--- src/rtl/regfile_mp.sv ---
// Multi-port integer register file with hardwired x0, optional write-to-read bypass,
// and a per-register busy scoreboard. Synchronous reset restores the init values.
module regfile_mp #(
    parameter int unsigned     XLEN    = 32,
    parameter int unsigned     DEPTH   = 32,
    parameter int unsigned     NUM_RD  = 2,
    parameter int unsigned     NUM_WR  = 1,
    parameter int unsigned     BYPASS  = 1,
    parameter int unsigned     SP_IDX  = 2,
    parameter logic [XLEN-1:0] SP_INIT = XLEN'(64),
    localparam int unsigned    AW      = $clog2(DEPTH)
) (
    input  logic                     clk,
    input  logic                     rst,
    input  logic [NUM_RD*AW-1:0]     rd_addr,
    output logic [NUM_RD*XLEN-1:0]   rd_data,
    output logic [NUM_RD-1:0]        rd_busy,
    input  logic [NUM_WR-1:0]        wr_en,
    input  logic [NUM_WR*AW-1:0]     wr_addr,
    input  logic [NUM_WR*XLEN-1:0]   wr_data,
    input  logic                     iss_en,
    input  logic [AW-1:0]            iss_addr
);

    if (SP_IDX == 0 || SP_IDX >= DEPTH) begin : g_bad_sp_idx
        $error("regfile_mp: SP_IDX must be in 1..DEPTH-1");
    end
    if (DEPTH < 2 || (DEPTH & (DEPTH - 1)) != 0) begin : g_bad_depth
        $error("regfile_mp: DEPTH must be a power of two >= 2");
    end
    if (NUM_WR < 1 || NUM_WR > 4) begin : g_bad_num_wr
        $error("regfile_mp: NUM_WR must be 1..4");
    end

    logic [XLEN-1:0]  regs_q [DEPTH];
    logic [XLEN-1:0]  regs_d [DEPTH];
    logic [DEPTH-1:0] busy_q;
    logic [DEPTH-1:0] busy_d;

    // Later ports overwrite earlier ones, so the highest enabled port index wins.
    always_comb begin
        regs_d = regs_q;
        busy_d = busy_q;
        for (int unsigned j = 0; j < NUM_WR; j++) begin
            if (wr_en[j] && wr_addr[j*AW +: AW] != '0) begin
                regs_d[wr_addr[j*AW +: AW]] = wr_data[j*XLEN +: XLEN];
                busy_d[wr_addr[j*AW +: AW]] = 1'b0;
            end
        end
        // Issue after writeback: a newer producer keeps the register busy.
        if (iss_en && iss_addr != '0) begin
            busy_d[iss_addr] = 1'b1;
        end
    end

    always_ff @(posedge clk) begin
        if (rst) begin
            for (int unsigned k = 0; k < DEPTH; k++) begin
                regs_q[k] <= (k == SP_IDX) ? SP_INIT : '0;
            end
            busy_q <= '0;
        end else begin
            regs_q <= regs_d;
            busy_q <= busy_d;
        end
    end

    always_comb begin
        rd_data = '0;
        rd_busy = '0;
        for (int unsigned i = 0; i < NUM_RD; i++) begin
            rd_data[i*XLEN +: XLEN] = regs_q[rd_addr[i*AW +: AW]];
            rd_busy[i]              = busy_q[rd_addr[i*AW +: AW]];
            if (BYPASS != 0) begin
                for (int unsigned j = 0; j < NUM_WR; j++) begin
                    if (wr_en[j] && wr_addr[j*AW +: AW] == rd_addr[i*AW +: AW]) begin
                        rd_data[i*XLEN +: XLEN] = wr_data[j*XLEN +: XLEN];
                        if (!(iss_en && iss_addr == rd_addr[i*AW +: AW])) begin
                            rd_busy[i] = 1'b0;
                        end
                    end
                end
            end
            if (rd_addr[i*AW +: AW] == '0) begin
                rd_data[i*XLEN +: XLEN] = '0;
                rd_busy[i]              = 1'b0;
            end
        end
    end

endmodule
--- config.mk ---
export PLATFORM = sky130hd
export DESIGN_NAME = regfile_mp
export DESIGN_NICKNAME = d
export VERILOG_FILES = /design/src/rtl/regfile_mp.sv
export SDC_FILE = /design/constraint.sdc
export NUM_CORES = 2
export LEC_CHECK = 0
export ABC_AREA = 0
export BUFFER_PORTS_ARGS = -buffer_cell sky130_fd_sc_hd__buf_4
export CORE_MARGIN = 4
export CORE_UTILIZATION = 65
export DETAILED_ROUTE_END_ITERATION = 10
export GPL_TIMING_DRIVEN = 0
export PLACE_DENSITY = 0.82
export RECOVER_POWER = 50
export SLEW_MARGIN = 20
export SYNTH_ARGS = -nofsm -noshare
export SYNTH_HDL_FRONTEND = slang
export SYNTH_SLANG_ARGS = --single-unit
--- constraint.sdc ---
create_clock -name clk -period 2.78 [get_ports clk]
set_clock_uncertainty 0.2 [all_clocks]
set_input_delay 0.139 -clock clk [delete_from_list [all_inputs] [get_ports clk]]
set_output_delay 0.139 -clock clk [all_outputs]
set_load 0.005 [all_outputs]
==> flow_summary.toml, run 1 <==
[die]
pin_count = 122
start_util_pct = 65.74
rows = 105
die_x_um = 296.6
die_y_um = 296.6

[synth]
netlist_top_cells_count = "nand2_1 (2,096), dfxtp_1 (1,056), a21oi_1 (1,049)"
synth_edf_count = 0
synth_area_leaders = "dfxtp_1 (39%), mux4_2 (16%), nand2_1 (15%), a21oi_1 (9.7%), mux2i_1 (6.5%)"
yosysTopAreaCellShare_pct = 39.04
yosysSeqAreaShare_pct = 39.04
yosys_warnings = 0
ys_ff_latch = 1056
synth_area_per_cell_um2 = 8.593
yosysMostFrequentCell = "nand2_1"
synth-async-reset-ratio_pct = 0
yosys.area.top_type = "dfxtp_1"
synth_cell_types = 57
synth_nets = 6358
synth_cells = 6302
synth_ff_type = "dfxtp_1"
syn-cell-area_um2 = 54150

[grt]
overflow = 3
grt_pass1_vias = 58360
grt_max_degree = 16
grt_pass1_wl_um = 435300
grtUsageTotal_pct = 71.06

[run_status]
haltStage = "global routing"
firstError = "[ERROR GRT-0116] Global routing finished with congestion. Check the congestion regions in the DRC Viewer."
status = "did not finish"

[cts]
cts-root-buf = "clkbuf_16"
clock_path_buffers = 3
cts_buffers = 111
htreeDepth = 3
clock-sinks = 1056

[place]
dp_hpwl_um = 217700
place_ws_ns = -1.551
finalWeightedCongestion = 1.183
io_buffers = 77
-- metal layers --
layer | global-route usage, % | overflow
met1 | 71.95 | 0
met2 | 86.05 | 3
met3 | 59.82 | 0
met4 | 63.78 | 0
met5 | 33.28 | 0
-- repair_timing --
| action | CTS |
|---|---|
| pin swaps | 89 |
| resized for setup | 569 |
| hold buffers | 47 |
| setup endpoints to repair | 66 |
| buffers inserted | 18 |
| hold endpoints to repair | 182 |
-- per-stage QoR --
step	area (µm²)	util, %	TNS (ns)	std cells
after CTS	62320	75.66	-2.164	7722
after detailed placement	56130	68.14	-64.59	7451
after floorplan	54150	-	0	6302
after global placement	56070	68.07	-162.53	7449
-- cell families after synthesis --
logic type	Yosys count	synth area share (%)
xor+xnor	20	0.3235
buf+inv	674	5.793
simple gates	2325	16.70
mux	729	22.21
compound gates	1498	15.93
flops	1056	39.04
==> run 2: changes to the inputs <==
- CORE_UTILIZATION: 65 -> 40
- PLACE_DENSITY: 0.82 -> not set
- PLACE_DENSITY_LB_ADDON: not set -> 0.15
==> flow_summary.toml, run 2 <==
[run_status]
status = "complete, but fails checks"
violations = "setup timing"

[worst_hold_path]
hold_class = "in2reg"

[detailed_routing]
wl_um = 317000
firstDrtPassIters = 8
num_vias = 54780
drt_iter0_markers = 8808
antenna_left = 0
viasPerCell = 6.455
wl_per_cell_um = 37.35
drc = 0

[critical_path]
r2r_start = "busy_q[4]"
cp-startpoint = "rd_addr[2]"
crit_path_end_kind = "output port"
start_kind = "primary input"
crit_required_ns = 2.44
r2r_end = "busy_q[4]"
critical_path_class = "in2out"
reg2reg_slack_ns = 1.32
path_max_fanout = 10
reg2regPathDepth = 3
worstSetupEndpoint = "rd_data[23]"
cp.arrival_ns = 2.84

[sta]
min_period_over_period_pct = 114.3
hold_violations = 0
setup_violations = 271
slew_viol_final = 0
worst_slack_ns = -0.3981
rsz0062_at_grt = "true"
fmax_mhz = 314.7
relSlewSlack_pct = 10.86
min_period_ns = 3.178
tightest_slew_ns = 1.337

[grt]
grt_pass1_wl_um = 419000
grtUsageTotal_pct = 43.17
antenna_found_initial = 22
grt_pass1_vias = 50020
overflow = 0
grt_max_degree = 18

[die]
die_x_um = 375.9
core_area_um2 = 134000
die_y_um = 375.9
pin_count = 122
rows = 134
start_util_pct = 40.42
dieArea_um2 = 141300

[final_layout]
regMostFlops = "regs_q"
largest_reg_flops = 1024
finalCoreUtilization_pct = 48.53
final_cell_mix = "nand2_1 (2,072), a21oi_1 (1,021), dfxtp_1 (907)"
final_common_cell = "nand2_1"
syn_to_final_growth_pct = 20.06
drive_gt1_share_pct = 21.50
largestRegisters = "regs_q x1024, busy_q x32"
nets = 6652

[power_and_ir_drop]
report.power.total_w = 0.03732
cellPowerDensity_nw_per_um2 = 574.0
ir_drop_uv = 499.9
leakage_nw = 21.80

[synth]
synth_ff_type = "dfxtp_1"
yosysTopAreaCellShare_pct = 39.04
yosys.area.top_type = "dfxtp_1"
synth_edf_count = 0
synth_cell_types = 57
yosys_warnings = 0
yosysMostFrequentCell = "nand2_1"
ys_ff_latch = 1056
synth_nets = 6358
netlist_top_cells_count = "nand2_1 (2,096), dfxtp_1 (1,056), a21oi_1 (1,049)"
synth_area_per_cell_um2 = 8.593
synth-async-reset-ratio_pct = 0
yosysSeqAreaShare_pct = 39.04
synth_area_leaders = "dfxtp_1 (39%), mux4_2 (16%), nand2_1 (15%), a21oi_1 (9.7%), mux2i_1 (6.5%)"
syn-cell-area_um2 = 54150
synth_cells = 6302

[place]
io_buffers = 77
finalWeightedCongestion = 1.087
dp_hpwl_um = 241700

[cts]
cts_buffers = 121
tritoncts = "built"
clock-sinks = 1056
htreeDepth = 3
insertion_delay_ns = 0.79
cts.reportedPaths.clkPinSlew_ns = 0.06
cts-root-buf = "clkbuf_16"
clock_path_buffers = 3

[run]
maxCapViolations = 0
[run 2: cell counts after synthesis]
Identical to the previous run, type by type.
[run 2: worst min-delay path by stage]
| stage | start | end | slack, ns | depth (start not counted) |
|---|---|---|---|---|
| 2_1_floorplan | iss_addr[1] | busy_q[4] | 0.19 | 3 |
| 3_3_place_gp | regs_q[664] | regs_q[664] | 0.25 | 2 |
| 3_5_place_dp | regs_q[445] | regs_q[445] | 0.26 | 2 |
| 4_1_cts | wr_addr[4] | regs_q[384] | 0.005 | 5 |
| 5_1_grt | wr_addr[3] | regs_q[415] | 0.08 | 5 |
| 6_report | wr_addr[2] | regs_q[962] | 0.11 | 5 |
[run 2: kinds of logic (layout without fill, tap and decap cells)]
| group | count (synthesis) | after routing | synth area share (%) |
|---|---|---|---|
| and+or+nand+nor | 2325 | 2325 | 16.70 |
| AOI/OAI and AO/OA | 1498 | 1498 | 15.93 |
| DFF | 1056 | 1056 | 39.04 |
| muxes | 729 | 729 | 22.21 |
| buffers and inverters | 674 | 1074 | 5.793 |
| xor gates and xnor gates | 20 | 20 | 0.3235 |
| other | 0 | 17 | 0 |
[run 2: layout make-up]
class	instances	area, µm²
Buffer	671	3826
Antenna cell	17	42.54
Inverter	2	8.758
Clock buffer	183	3621
Multi-Input combinational cell	4572	31680
Timing Repair Buffer	172	1727
Fill cell	12960	68950
Clock inverter	46	565.5
Tap cell	1768	2212
Sequential cell	1056	21330
[run 2: critical path: stages]
cell and delay [ns]:
clkbuf_2 0.25, buf_2 0.34, and2_1 0.57, clkbuf_4 0.56
a21oi_1 0.18, o21ai_1 0.26, a32o_2 0.38, buf_6 0.13
[run 2: through the flow]
step / setup TNS (ns) / setup WS, ns / hold WS [ns] / instances / area (µm²)
after floorplan: 0 / 0.7797 / 0.1906 / 6302 / 54150
after global placement: -117.12 / -1.948 / 0.2495 / 8147 / 56940
after detailed placement: -116.61 / -1.557 / 0.2576 / 8151 / 57070
after CTS: -5.763 / -0.2018 / 0.004770 / 8467 / 64320
after global routing: -20.26 / -0.2403 / 0.08244 / 8470 / 64970
final: -33.29 / -0.3981 / 0.1089 / 8487 / 65010
[run 2: timing repair]
| action | CTS | global route |
|---|---|---|
| hold buffers | 50 | 0 |
| buffers inserted | 38 | 2 |
| endpoints found under the setup margin | 66 | 74 |
| pin swaps | 159 | 58 |
| resized for setup | 647 | 205 |
| hold endpoints to repair | 488 | 0 |
| gates cloned | 0 | 1 |
[run 2: report_power, final]
part / leakage (nW) / switching (W) / internal [W]
registers: 8.59 / 0.0000948 / 0.0152
logic: 11.1 / 0.00350 / 0.00133
clock network: 2.06 / 0.00733 / 0.00982
total: 21.8 / 0.0109 / 0.0264
[run 2: per-layer routing]
metal / part of all wire (%) / up-vias / wire, µm / GRT usage [%]
li1: - / 22680 / - / -
met3: 14 / 1081 / 43770 / 16.71
met1: 37 / 26830 / 115800 / 53.15
met2: 41 / 4186 / 131100 / 62.27
met5: 0.026 / - / 83 / 0
met4: 8.3 / 12 / 26180 / 29.48
(Power assumes the default switching activity.)
